===== src/rtl/parking_pkg.sv =====
// Shared types and constants for the parking gate access controller and its password checker.
package parking_pkg;

  typedef enum logic [2:0] {
    ST_IDLE    = 3'd0,
    ST_ARM     = 3'd1,
    ST_FAIL    = 3'd2,
    ST_RELEASE = 3'd3,
    ST_GRANT   = 3'd4,
    ST_LOCK    = 3'd5
  } state_t;

  localparam int MAX_TRIES_DEF = 3;

  // Button codes as emitted by the password checker keypad.
  typedef enum logic [2:0] {
    BTN_NONE   = 3'd0,
    BTN_LEFT   = 3'd1,
    BTN_RIGHT  = 3'd2,
    BTN_UP     = 3'd3,
    BTN_DOWN   = 3'd4,
    BTN_CENTER = 3'd5
  } button_t;

  // Remaining-tries decrement that holds at zero.
  function automatic logic [1:0] tries_dec(input logic [1:0] t);
    return (t == 2'd0) ? 2'd0 : t - 2'd1;
  endfunction

endpackage


===== src/rtl/parking_access_ctrl_if.sv =====
// Signal bundle between the gate controller and the car sensor, password checker and gate/LED drivers.
interface parking_access_ctrl_if;
  logic       car_arrive;
  logic       car_passed;
  logic       pwdone;
  logic       pw_correct;
  logic       pwstart;
  logic       gate_open;
  logic       alarm;
  logic [1:0] attempts_left;
  logic       busy;

  modport master (
    output car_arrive, car_passed, pwdone, pw_correct,
    input  pwstart, gate_open, alarm, attempts_left, busy
  );

  modport slave (
    input  car_arrive, car_passed, pwdone, pw_correct,
    output pwstart, gate_open, alarm, attempts_left, busy
  );
endinterface


===== src/rtl/park_timer.sv =====
// Loadable down-counter that stops at zero; zero flags an expired interval.
module park_timer #(
  parameter int CNT_W = 30
) (
  input  logic             clk,
  input  logic             rst,
  input  logic             load,
  input  logic [CNT_W-1:0] load_val,
  input  logic             en,
  output logic             zero
);

  logic [CNT_W-1:0] count_reg;

  always_ff @(posedge clk) begin
    if (rst) begin
      count_reg <= '0;
    end else if (load) begin
      count_reg <= load_val;
    end else if (en && (count_reg != '0)) begin
      count_reg <= count_reg - CNT_W'(1);
    end
  end

  assign zero = (count_reg == '0);

endmodule


===== src/rtl/parking_access_ctrl.sv =====
// Parking gate sequencer: arms the password checker, counts wrong attempts,
// opens the gate on success and locks out with an alarm after too many failures.
module parking_access_ctrl
  import parking_pkg::*;
#(
  parameter int MAX_TRIES      = MAX_TRIES_DEF,
  parameter int GATE_CYCLES    = 500000000,
  parameter int LOCK_CYCLES    = 1000000000,
  parameter int TIMEOUT_CYCLES = 1000000000,
  parameter int CNT_W          = 30
) (
  input logic                  clk,
  input logic                  rst,
  parking_access_ctrl_if.slave bus
);

  localparam logic [1:0]       TRIES_INIT = 2'(MAX_TRIES);
  localparam logic [CNT_W-1:0] TMO_LOAD   = CNT_W'(TIMEOUT_CYCLES - 1);
  localparam logic [CNT_W-1:0] GATE_LOAD  = CNT_W'(GATE_CYCLES - 1);
  localparam logic [CNT_W-1:0] LOCK_LOAD  = CNT_W'(LOCK_CYCLES - 1);

  state_t           state_reg, state_next;
  logic [1:0]       attempts_reg, attempts_next;
  logic             pwdone_q_reg;
  logic             pwstart_reg, gate_open_reg, alarm_reg, busy_reg;
  logic             done_rise;
  logic             timer_load, timer_en, timer_zero;
  logic [CNT_W-1:0] timer_val;

  // A held button must register as one verdict only.
  assign done_rise = bus.pwdone & ~pwdone_q_reg;
  assign timer_en  = (state_reg == ST_ARM) || (state_reg == ST_GRANT) || (state_reg == ST_LOCK);

  park_timer #(.CNT_W(CNT_W)) u_timer (
    .clk      (clk),
    .rst      (rst),
    .load     (timer_load),
    .load_val (timer_val),
    .en       (timer_en),
    .zero     (timer_zero)
  );

  always_comb begin
    state_next    = state_reg;
    attempts_next = attempts_reg;
    timer_load    = 1'b0;
    timer_val     = '0;
    unique case (state_reg)
      ST_IDLE: begin
        if (bus.car_arrive) begin
          state_next = ST_ARM;
          timer_load = 1'b1;
          timer_val  = TMO_LOAD;
        end
      end
      ST_ARM: begin
        // A verdict beats an expiring attempt, which beats the car leaving.
        if (done_rise) begin
          if (bus.pw_correct) begin
            state_next    = ST_GRANT;
            timer_load    = 1'b1;
            timer_val     = GATE_LOAD;
            attempts_next = TRIES_INIT;
          end else begin
            state_next = ST_FAIL;
          end
        end else if (timer_zero) begin
          state_next = ST_FAIL;
        end else if (!bus.car_arrive) begin
          state_next = ST_IDLE;
        end
      end
      ST_FAIL: begin
        attempts_next = tries_dec(attempts_reg);
        if (attempts_next == 2'd0) begin
          state_next = ST_LOCK;
          timer_load = 1'b1;
          timer_val  = LOCK_LOAD;
        end else begin
          state_next = ST_RELEASE;
        end
      end
      ST_RELEASE: begin
        if (!bus.car_arrive) begin
          state_next = ST_IDLE;
        end else if (!bus.pwdone) begin
          state_next = ST_ARM;
          timer_load = 1'b1;
          timer_val  = TMO_LOAD;
        end
      end
      ST_GRANT: begin
        if (bus.car_passed || timer_zero) begin
          state_next = ST_IDLE;
        end
      end
      ST_LOCK: begin
        if (timer_zero) begin
          state_next    = ST_IDLE;
          attempts_next = TRIES_INIT;
        end
      end
      default: state_next = ST_IDLE;
    endcase
  end

  // Outputs are decoded from the next state so they change on the same edge as the state.
  always_ff @(posedge clk) begin
    if (rst) begin
      state_reg     <= ST_IDLE;
      attempts_reg  <= TRIES_INIT;
      pwdone_q_reg  <= 1'b0;
      pwstart_reg   <= 1'b0;
      gate_open_reg <= 1'b0;
      alarm_reg     <= 1'b0;
      busy_reg      <= 1'b0;
    end else begin
      state_reg     <= state_next;
      attempts_reg  <= attempts_next;
      pwdone_q_reg  <= bus.pwdone;
      pwstart_reg   <= (state_next == ST_ARM);
      gate_open_reg <= (state_next == ST_GRANT);
      alarm_reg     <= (state_next == ST_LOCK);
      busy_reg      <= (state_next != ST_IDLE);
    end
  end

  assign bus.pwstart       = pwstart_reg;
  assign bus.gate_open     = gate_open_reg;
  assign bus.alarm         = alarm_reg;
  assign bus.attempts_left = attempts_reg;
  assign bus.busy          = busy_reg;

endmodule


===== src/flat_wrapper.sv =====
// flat-port wrapper written by rule: the top's interface ports become plain ports
module parking_access_ctrl_flat import parking_pkg::*;
#(
  parameter int MAX_TRIES      = MAX_TRIES_DEF,
  parameter int GATE_CYCLES    = 500000000,
  parameter int LOCK_CYCLES    = 1000000000,
  parameter int TIMEOUT_CYCLES = 1000000000,
  parameter int CNT_W          = 30
)
  (clk, rst, bus_car_arrive, bus_car_passed, bus_pwdone, bus_pw_correct, bus_pwstart, bus_gate_open, bus_alarm, bus_attempts_left, bus_busy);
  parking_access_ctrl_if bus_i ();
  input logic clk;
  input logic rst;
  input wire logic [$bits(bus_i.car_arrive)-1:0] bus_car_arrive;
  input wire logic [$bits(bus_i.car_passed)-1:0] bus_car_passed;
  input wire logic [$bits(bus_i.pwdone)-1:0] bus_pwdone;
  input wire logic [$bits(bus_i.pw_correct)-1:0] bus_pw_correct;
  output wire logic [$bits(bus_i.pwstart)-1:0] bus_pwstart;
  output wire logic [$bits(bus_i.gate_open)-1:0] bus_gate_open;
  output wire logic [$bits(bus_i.alarm)-1:0] bus_alarm;
  output wire logic [$bits(bus_i.attempts_left)-1:0] bus_attempts_left;
  output wire logic [$bits(bus_i.busy)-1:0] bus_busy;
  assign bus_i.car_arrive = bus_car_arrive;
  assign bus_i.car_passed = bus_car_passed;
  assign bus_i.pwdone = bus_pwdone;
  assign bus_i.pw_correct = bus_pw_correct;
  assign bus_pwstart = bus_i.pwstart;
  assign bus_gate_open = bus_i.gate_open;
  assign bus_alarm = bus_i.alarm;
  assign bus_attempts_left = bus_i.attempts_left;
  assign bus_busy = bus_i.busy;
  parking_access_ctrl #(.MAX_TRIES(MAX_TRIES), .GATE_CYCLES(GATE_CYCLES), .LOCK_CYCLES(LOCK_CYCLES), .TIMEOUT_CYCLES(TIMEOUT_CYCLES), .CNT_W(CNT_W)) u_core (.clk(clk), .rst(rst), .bus(bus_i));
endmodule

===== config.mk =====
export PLATFORM = sky130hd
export DESIGN_NAME = parking_access_ctrl_flat
export DESIGN_NICKNAME = d
export VERILOG_FILES = /design/src/rtl/parking_pkg.sv /design/src/rtl/parking_access_ctrl_if.sv /design/src/rtl/park_timer.sv /design/src/rtl/parking_access_ctrl.sv /design/src/flat_wrapper.sv
export SDC_FILE = /design/constraint.sdc
export NUM_CORES = 1
export LEC_CHECK = 0
export ABC_AREA = 1
export CAP_MARGIN = 40
export CORE_UTILIZATION = 55
export CTS_CLUSTER_SIZE = 12
export DETAILED_ROUTE_END_ITERATION = 12
export GPL_TIMING_DRIVEN = 0
export PLACE_DENSITY_LB_ADDON = 0.08
export SETUP_SLACK_MARGIN = 0.2
export SLEW_MARGIN = 20
export SYNTH_ARGS = -nofsm -noshare
export SYNTH_HDL_FRONTEND = slang
export SYNTH_HIERARCHICAL = 1
export SYNTH_SLANG_ARGS = --single-unit

===== constraint.sdc =====
create_clock -name clk -period 2.12 [get_ports clk]
set_clock_uncertainty 0.1 [all_clocks]
set_input_delay 0.318 -clock clk [delete_from_list [all_inputs] [get_ports clk]]
set_output_delay 0.318 -clock clk [all_outputs]
set_load 0.05 [all_outputs]

; Word level (Yosys, flattened, before mapping)
; Index checks and enable logic that the tools add are counted.
[classes]
shifts = 0
magnitude_cmp = 0
bitwise = 2
mux = 32
n_eq_ne = 11
multipliers = 0
addsub = 2
n_div = 0
reduce_logical = 13
[op_table]
columns = op, count
row1 = $mux 30, 7
row2 = $pmux 30 s4, 1
row3 = $logic_not 30->1, 1
row4 = $mux 3, 10
row5 = $reduce_bool 30->1, 1
row6 = $sub 30x1->30 const B, 1
row7 = $mux 29, 1
row8 = $pmux 3 s6, 1
row9 = $eq 3x3->1 const B, 4
row10 = $mux 2, 4
row11 = $eq 3x1->1 const B, 2
row12 = $eq 3x2->1 const B, 2
row13 = $mux 1, 6
row14 = $pmux 2 s3, 1
row15 = $reduce_bool 3->1, 2
row16 = $logic_not 2->1, 2
row17 = $ne 2x1->1 const B, 2
row18 = $pmux 1 s4, 1
row19 = $reduce_and 4->1, 1
row20 = $logic_not 3->1, 1
row21 = $logic_or 1x1->1, 3
row22 = $ne 2x2->1 const B, 1
row23 = $reduce_bool 2->1, 1
row24 = $sub 2x1->2 const B, 1
row25 = 3 further kinds, 3
[word_totals]
latchBits = 0
n_memories = 0
mem_bits_ro = 0
ram_bits = 0
output_inout_bits = 6
regBits = 40
word_cells = 68
inputBits = 6

; Longest topological paths before layout
; Gate-level depths: netlist (run 1).
[logic_depth]
depth_word = 6
mapped_depth = 15
depth_no_buf = 15

; Modules after synthesis
; Netlist (run 1), hierarchy kept.
[by_module_without_submodules]
columns = mod, cells_per_inst, area_per_inst_um2, seq_area_each_um2, instances
row1 = park_timer, 383, 2307.2, 600.6, 1
row2 = parking_access_ctrl, 88, 565.5, 200.2, 1

; Worst setup path before layout (run 1)
; Ideal clock, no wire load.
[synth_timing]
path_kind = register to register
startpoint = reg u_core.attempts_reg[1], in the netlist u_core/bus.attempts_left[1]
endpoint = reg u_core.u_timer.count_reg[0]
path_stages_with_launch = 9
required_time_ps = 1947
setup_slack_ps = -237
n_path_buf = 2
period_less_slack_ps = 2357
setup_ps = 73
arrival_ps = 2184
cell_sequence = dfxtp_1 > inv_1 > a21oi_1 > nand3_1 > inv_2 > buf_4 > buf_2 > o21ai_0 > nor3_2
[synth_via]
elab_chain_cells = 6
elab_cells_between_ends = 10
cone_classes = add/sub (1) / mux (6) / reduce/logical (3)
[synth_rtl]
columns = item, line
row1 = start: declaration, parking_access_ctrl.sv:23  ; logic [1:0] attempts_reg, attempts_next;
row2 = start signal: assignment, parking_access_ctrl.sv:119  ; attempts_reg <= attempts_next;
row3 = $sub 2x1->2 / $logic_not 2->1 (equally long branches), parking_pkg.sv:27  ; return (t == 2'd0) ? 2'd0 : t - 2'd1;
row4 = $mux 2 (*), parking_pkg.sv:27
row5 = $logic_not 2->1 (*), parking_access_ctrl.sv:75  ; if (attempts_next == 2'd0) begin
row6 = $mux 1 (*), parking_access_ctrl.sv:75
row7 = $pmux 1 s4 (*), parking_access_ctrl.sv:48  ; unique case (state_reg)
row8 = named net u_core.timer_load, parking_access_ctrl.sv:27  ; logic timer_load, timer_en, timer_zero;
row9 = $mux 30 / $reduce_bool 2->1 (equally long branches), n/a
row10 = end signal: assignment, park_timer.sv:19  ; count_reg <= load_val;
row11 = end signal: assignment, park_timer.sv:21  ; count_reg <= count_reg - CNT_W'(1);
row12 = end: declaration, park_timer.sv:13  ; logic [CNT_W-1:0] count_reg;
; Mark *: on every way through the listed nets, which the timed path passes. The rest lies on a longest branch.
; A chain may end at the register's enable or synchronous reset.

; Final worst setup path (run 1)
[layout_timing]
startpoint = reg u_core.u_timer.count_reg[6]
endpoint = reg u_core.busy_reg, in the netlist u_core/bus.busy
[layout_via]
elab_chain_cells = 5
elab_cells_between_ends = 8
cone_classes = mux (5) / reduce/logical (3)
[layout_rtl]
columns = item, line
row1 = $logic_not 30->1 (*), park_timer.sv:25  ; assign zero = (count_reg == '0);
row2 = named net u_core.timer_zero, parking_access_ctrl.sv:27
row3 = $mux 3 / $logic_or 1x1->1 (equally long branches), "parking_access_ctrl.sv:67, parking_access_ctrl.sv:93"
row4 = $mux 3 (on tied branches), "parking_access_ctrl.sv:58, parking_access_ctrl.sv:93"
row5 = $pmux 3 s6 (*), parking_access_ctrl.sv:48
row6 = $reduce_bool 3->1 (*), parking_access_ctrl.sv:124  ; busy_reg <= (state_next != ST_IDLE);
row7 = end signal: assignment, parking_access_ctrl.sv:124
row8 = end: declaration, parking_access_ctrl.sv:25  ; logic pwstart_reg, gate_open_reg, alarm_reg, busy_reg;
; Marks and branches as above.

==> results.md, run 1 <==
- Status: complete, no violations
- Vias in the first global route: 2,801
- Detailed Place HPWL: 5.74 mm
- Area grow syn2layout: 27.3%
- Ys Warns: 6
- Tcrit/Tclk final: 94.2%
- Htree depth: 2
- Maxcap violations: 0
- Worst-Margin Slew: 0.516 ns
- Die area: 5520 um^2
- First-pass GRT wire length: 13.1 mm
- Io pins: 12
- Layout cells sized above 1: 26.4%
- CTS Buffer Depth: 2
- Commonest cells after routing, fill and taps aside: 107 x nand2_1, 69 x nor2_1, 46 x inv_1
- CP Capture Type: flop
- RSZ-0062 raised after global routing: yes
- Antenna violations before repair: 0
- I/O Buffers: 11
- Setup TNS: 0 ns
- Row cnt: 25
- Die Wd: 74.3 um
- TritonCTS buffer count: 5
- Initial Util: 58.9%
- Data required time of the worst path: 2.20 ns
- GPL Wtd Cong: 0.946
- Diode count: 0
- CP max FO: 4
- CTS Sinks: 40
- Post-placement cell count: 551
- Most common cell after layout, fill and taps aside: nand2_1
- Worst hold slack: 0.412 ns
- ANT nets after route: 0
- Max rail drop VDD: 544 uV
- Die height: 74.3 um
- Iter 0 DRT Violations: 373
- Most area-hungry cell type in the Yosys netlist: dfxtp_1
- Synth Cell Area: 2870 um^2
- Routed via count: 3,216
- Critical path class: reg -> reg
- GRT Total Usage: 31.4%
- Startpoint Class: flop
- DRC viols: 0
- Post-route core utilization: 74.9%
- Clk_lat worst skew: 0.29 ns
- Max-slew violation count: 0
- Clk pin slew, worst setup/hold paths: 0.09 ns
- WL/cell: 14.4 um
- Syn Area/Cell: 6.10 um^2
- Yosys top cell area share: 27.9%
- Vias/cell: 5.49
- Fillers: 403
- Static Leak: 1.79 nW
- Fin nets: 525
- Power Total: 3.14 mW
- Drt total wl: 8.44 mm
- Hold crit path type: reg -> reg
- Endpoints failing setup: 0
- Yosys reg bits: 40
- Hold Vio Cnt, Final: 0
- Fin crit period: 2.00 ns
- Number of flip-flops in the largest register: 30
- CP arrival: 2.08 ns
- Drt first pass iters: 6
- Netlist cell types: 33
- Fin cells: 586
- GR Overflow Total: 0
- Core ar.: 4880 um^2
- Slew margin rel.: 65.5%
- Clock Tree Root: clkbuf_8
- Achievable frequency: 501 MHz
- Sequential-to-total area share from yosys stat: 27.9%
- Post-Synthesis Cells: 471
- Largest cells by area after synthesis: dfxtp_1 28%, nand2_1 15%, nor2_1 11%, nand3_1 8.5%, inv_1 7.1%
- PD cells: 858 nW/um^2
- Largest net degree at the start of global routing: 13
- CTS tree: done
per-stage QoR:
stage,setup WS (ns),instance area [um^2]
after floorplan,0.220,2920
after global placement,-0.458,3120
after detailed placement,-0.524,3120
after CTS,0.185,3450
after global routing,0.00352,3660
final,0.124,3660
path summary, 6_finish.rpt:
path                          startpoint                           to  slack (ns)  cells after the start
min reg2reg  u_core/bus.attempts_left[0]  u_core/bus.attempts_left[0]        0.41                      2
max          u_core/u_timer/count_reg[6]              u_core/bus.busy        0.12                     13
max reg2reg  u_core/u_timer/count_reg[6]              u_core/bus.busy        0.12                     13
min          u_core/bus.attempts_left[0]  u_core/bus.attempts_left[0]        0.41                      2
repair_timing:
action | in CTS | in global routing
gates cloned | 0 | 1
hold buffers | 0 | 0
setup endpoints to repair | 39 | 39
pin swaps | 16 | 18
buffers inserted | 18 | 8
resized for setup | 28 | 60
report_power, final:
group	internal, mW	switching (mW)
clock network	0.368	0.278
registers	0.854	0.128
logic	0.577	0.931
logic make-up (layout without fill, tap and decap cells):
family / count (synthesis) / count (layout) / synth area share, %
multiplexers: 4 / 4 / 1.39
adder cells (fa/ha/maj): 1 / 1 / 0.435
buffers and inverters: 69 / 114 / 10.8
AO/OA/AOI/OAI: 47 / 47 / 8.41
other: 1 / 3 / 0.131
flip-flops: 40 / 40 / 27.9
XOR/XNOR: 11 / 11 / 3.35
AND/OR/NAND/NOR: 298 / 299 / 47.6
cell usage after synthesis (all sizes together):
master	n
xor2	8
nand3	51
dfxtp	40
nor3	12
nand4	11
nand2	127
o21bai	1
o21ai	27
buf	7
inv	58
conb	1
nand3b	1
clkbuf	4
a21oi	19
xnor2	3
nor2	96
ha	1
mux2i	4
layout make-up:
cell class,instances,area [um^2],share of cell area [%]
multi-input combinational,365,1970,53.8
sequential,40,827,22.6
timing repair buffer,37,315,8.62
inverter,58,220,6.02
clock buffer,8,121,3.32
buffer,11,121,3.32
tap,67,83.8,2.29
metal layers:
metal | up-vias | part of all wire, % | GRT usage (%)
met5 | - | 0 | 0
met4 | 0 | 1.4 | 10.3
met3 | 16 | 8.0 | 4.88
met2 | 151 | 47 | 53.7
met1 | 1463 | 44 | 40.4
li1 | 1586 | - | -
worst max-delay path, cell delays in order (launching register included):
cell	delay [ns]
dfxtp_2	0.36
nor2_4	0.14
nand2_2	0.08
inv_2	0.07
nand2_4	0.06
nor2_4	0.13
nand2_2	0.09
nor3_4	0.25
nor2_2	0.07
nand2_2	0.11
buf_4	0.13
nand4_4	0.12
nand2_4	0.11
nand3_2	0.05
(Power assumes the default switching activity.)
==> run 2: changes to the inputs <==
--- a/config.mk
+++ b/config.mk
@@ -11,7 +11,7 @@
 export CTS_CLUSTER_SIZE = 12
 export DETAILED_ROUTE_END_ITERATION = 12
 export GPL_TIMING_DRIVEN = 0
-export PLACE_DENSITY_LB_ADDON = 0.08
+export PLACE_DENSITY = 0.87
 export SETUP_SLACK_MARGIN = 0.2
 export SLEW_MARGIN = 20
 export SYNTH_ARGS = -nofsm -noshare
==> run 2 against run 1 <==
Effect of this change: clock-buffer cell count down 3; final cell count grew 0.51%; total power grew 9.2%; worst setup slack worse by 0.061 ns; via count grew 14%; fmax is 3.0% lower; global-route usage increased by 1.6 points; flip-flop and latch count unchanged; register-to-register slack got worse by 0.06 ns; critical path depth shrank 1; largest power group unchanged.
==> results.md, run 2 (synthesis gave the netlist of run 1 again) <==
- Area grow syn2layout: 33.2% (was 27.3%)
- Global-route track usage on met1: 40.1% (was 40.4%)
- Static Leak: 1.86 nW (was 1.79 nW)
- Critical path class: reg -> reg (unchanged)
- Met2 GRT Util: 57.1% (was 53.7%)
- Max rail drop VDD: 695 uV (was 544 uV)
- Tcrit/Tclk final: 97.0% (was 94.2%)
- Max-slew violation count: 0 (unchanged)
- FF-to-FF path depth: 12 (was 13)
- Clock Tree Root: clkbuf_8 (unchanged)
- Gr busiest metal: met2 (unchanged)
- WL/cell: 17.8 um (was 14.4 um)
- Die Wd: 74.3 um (unchanged)
- Worst-Margin Slew: 0.503 ns (was 0.516 ns)
- CP max FO: 10 (was 4)
- Hold Vio Cnt, Final: 0 (unchanged)
- Htree depth: 2 (unchanged)
- Fin nets: 528 (was 525)
- CTS tree: done (unchanged)
- Die height: 74.3 um (unchanged)
- Max incr delay on CP: 0.38 ns (was 0.36 ns)
- Die area: 5520 um^2 (unchanged)
- Met3 Use GR: 4.61% (was 4.88%)
- Combinational share of power: 51.7% (was 48.1%)
- DRC viols: 0 (unchanged)
- RSZ-0062 raised after global routing: yes (unchanged)
- Drt first pass iters: 6 (unchanged)
- RR Startpoint: u_core/u_timer/count_reg[3] (was u_core/u_timer/count_reg[6])
- Clk_lat worst skew: 0.30 ns (was 0.29 ns)
- Number of flip-flops in the largest register: 30 (unchanged)
- CTS Sinks: 40 (unchanged)
- Routed via count: 3,666 (was 3,216)
- Hold Crit Start: bus_pwdone (was u_core/bus.attempts_left[0])
- Startpoint Class: flop (unchanged)
- Register-to-Register Setup Slack: 0.06 ns (was 0.12 ns)
- I/O Buffers: 11 (unchanged)
- Fin cells: 589 (was 586)
- Io pins: 12 (unchanged)
- Slowest cell on the critical path: dfxtp_1 (was dfxtp_2)
- Most common cell after layout, fill and taps aside: nand2_1 (unchanged)
- Endpoints failing setup: 0 (unchanged)
- Maxcap violations: 0 (unchanged)
- Sw frac: 45.0% (was 42.6%)
- R2R Path End: u_core/u_timer/count_reg[10] (was u_core/bus.busy)
- Fin crit period: 2.06 ns (was 2.00 ns)
- Layout cells sized above 1: 29.7% (was 26.4%)
- TritonCTS buffer count: 5 (unchanged)
- GPL Wtd Cong: 0.936 (was 0.946)
- Row cnt: 25 (unchanged)
- CTS Buffer Depth: 2 (unchanged)
- GRT Total Usage: 33.0% (was 31.4%)
- Setup crit start: u_core/u_timer/count_reg[3] (was u_core/u_timer/count_reg[6])
- Detailed Place HPWL: 5.73 mm (was 5.74 mm)
- Antenna violations before repair: 0 (unchanged)
- Clk pwr share: 18.9% (was 20.6%)
- Worst hold path cell count: 3 (was 2)
- Largest net degree at the start of global routing: 14 (was 13)
- Vias in the first global route: 3,055 (was 2,801)
- Clk pin slew, worst setup/hold paths: 0.08 ns (was 0.09 ns)
- Diode count: 0 (unchanged)
- DP Area: 3120 um^2 (unchanged)
- Int Power: 1.88 mW (was 1.80 mW)
- Post-placement cell count: 551 (unchanged)
- CP Capture Type: flop (unchanged)
- Psw: 1.54 mW (was 1.34 mW)
- PD cells: 895 nW/um^2 (was 858 nW/um^2)
- Initial Util: 58.9% (unchanged)
- Data required time of the worst path: 2.21 ns (was 2.20 ns)
- First-pass GRT wire length: 13.9 mm (was 13.1 mm)
- Achievable frequency: 486 MHz (was 501 MHz)
- GR Overflow Total: 0 (unchanged)
- Commonest cells after routing, fill and taps aside: 105 x nand2_1, 68 x nor2_1, 42 x inv_1 (was 107 x nand2_1, 69 x nor2_1, 46 x inv_1)
- ANT nets after route: 0 (unchanged)
- Reg power frac: 29.4% (was 31.3%)
- Hold crit path type: in -> reg (was reg -> reg)
- Design area: 3830 um^2 (was 3660 um^2)
- Fillers: 309 (was 403)
- Hold EP: u_core/pwdone_q_reg (was u_core/bus.attempts_left[0])
- Crit-path most repeated cell: nand2_4 (was nand2_2)
- Slew margin rel.: 66.4% (was 65.5%)
- Iter 0 DRT Violations: 700 (was 373)
- Status: complete, no violations (unchanged)
- WP buf/inv: 3 (was 2)
- Ordered cell list for the critical path: nor2_2 > nand2_4 > buf_4 > nor2_4 > nand2_2 > inv_2 > nand2_4 > nand2_8 > nand2_4 > buf_6 > nor2_1 > nor3_1 (was nor2_4 > nand2_2 > inv_2 > nand2_4 > nor2_4 > nand2_2 > nor3_4 > nor2_2 > nand2_2 > buf_4 > nand4_4 > nand2_4 > nand3_2)
- Family with the most delay on the worst path: simple AND/OR/NAND/NOR gates (unchanged)
- Core ar.: 4880 um^2 (unchanged)
- CP arrival: 2.15 ns (was 2.08 ns)
- Hold Buf Count CTS: 0 (unchanged)
- Drt total wl: 10.5 mm (was 8.44 mm)
- Vias/cell: 6.22 (was 5.49)
==> run 2: changes by cell type in the layout (fill, tap and decap cells not counted), sizes merged <==
cell / delta
bufinv: +1
dlygate4sd2: +1
clkdlybuf4s50: -2
clkinvlp: +1
clkinv: +1
dlymetal6s2s: +1
==> run 2: worst max path at each step <==
stage,end,slack [ns],cells after the start
final,u_core/u_timer/count_reg[10],0.06,12
after global routing,u_core/bus.gate_open,-0.03,15
after CTS,u_core/bus.busy,0.15,15
after detailed placement,u_core/u_timer/count_reg[3],-0.46,8
after global placement,u_core/u_timer/count_reg[15],-0.44,8
after floorplan,u_core/bus.busy,0.22,15
==> run 2: worst reg2reg max path, cell delays in order (launching register included) <==
cell and delay [ns]:
dfxtp_1 0.38, nor2_2 0.23, nand2_4 0.11, buf_4 0.17, nor2_4 0.11, nand2_2 0.07, inv_2 0.07, nand2_4 0.11
nand2_8 0.13, nand2_4 0.09, buf_6 0.16, nor2_1 0.14, nor3_1 0.08
==> run 2: repair_timing <==
item	in CTS	in global routing
gates cloned	0	2
endpoints found under the setup margin	39	39
hold endpoints to repair	0	0
pin swaps	7	36
resized for setup	24	100
setup buffers	17	11
==> run 2: routing by layer <==
metal / part of all wire [%] / wire [um]
met5: 0 / 0
met4: 8.1 / 850
met3: 10 / 1070
met2: 47 / 4900
met1: 35 / 3660
==> run 2: power by group through the flow <==
stage / logic (mW) / registers, mW / clock network (mW)
detailed placement: 1.22 / 0.967 / 0
CTS: 1.36 / 0.958 / 0.644
global route: 1.89 / 1.01 / 0.684
finish: 1.77 / 1.01 / 0.647
global placement: 1.19 / 0.964 / 0
floorplan: 0.932 / 0.975 / 0
==> run 2: cell type report <==
type / instances / area, um^2 / share of cell area [%]
sequential: 40 / 832 / 21.7
inverter: 58 / 228 / 5.95
timing repair buffer: 40 / 394 / 10.3
clock buffer: 5 / 68.8 / 1.80
clock inverter: 3 / 42.5 / 1.11
buffer: 11 / 124 / 3.24
multi-input combinational: 365 / 2050 / 53.7
tap: 67 / 83.8 / 2.19
==> run 2: metrics by stage <==
stage / setup WS (ns) / utilization [%] / setup TNS [ns] / hold WS (ns) / power [mW]
5_1_grt: -0.0293 / 78.4 / -0.0380 / 0.234 / 3.58
4_1_cts: 0.151 / 69.9 / 0 / 0.425 / 2.96
3_3_place_gp: -0.437 / 63.9 / -10.18 / 0.402 / 2.15
6_report: 0.0631 / 78.4 / 0 / 0.221 / 3.43
3_5_place_dp: -0.458 / 63.9 / -10.96 / 0.406 / 2.19
2_1_floorplan: 0.220 / - / 0 / 0.287 / 1.91
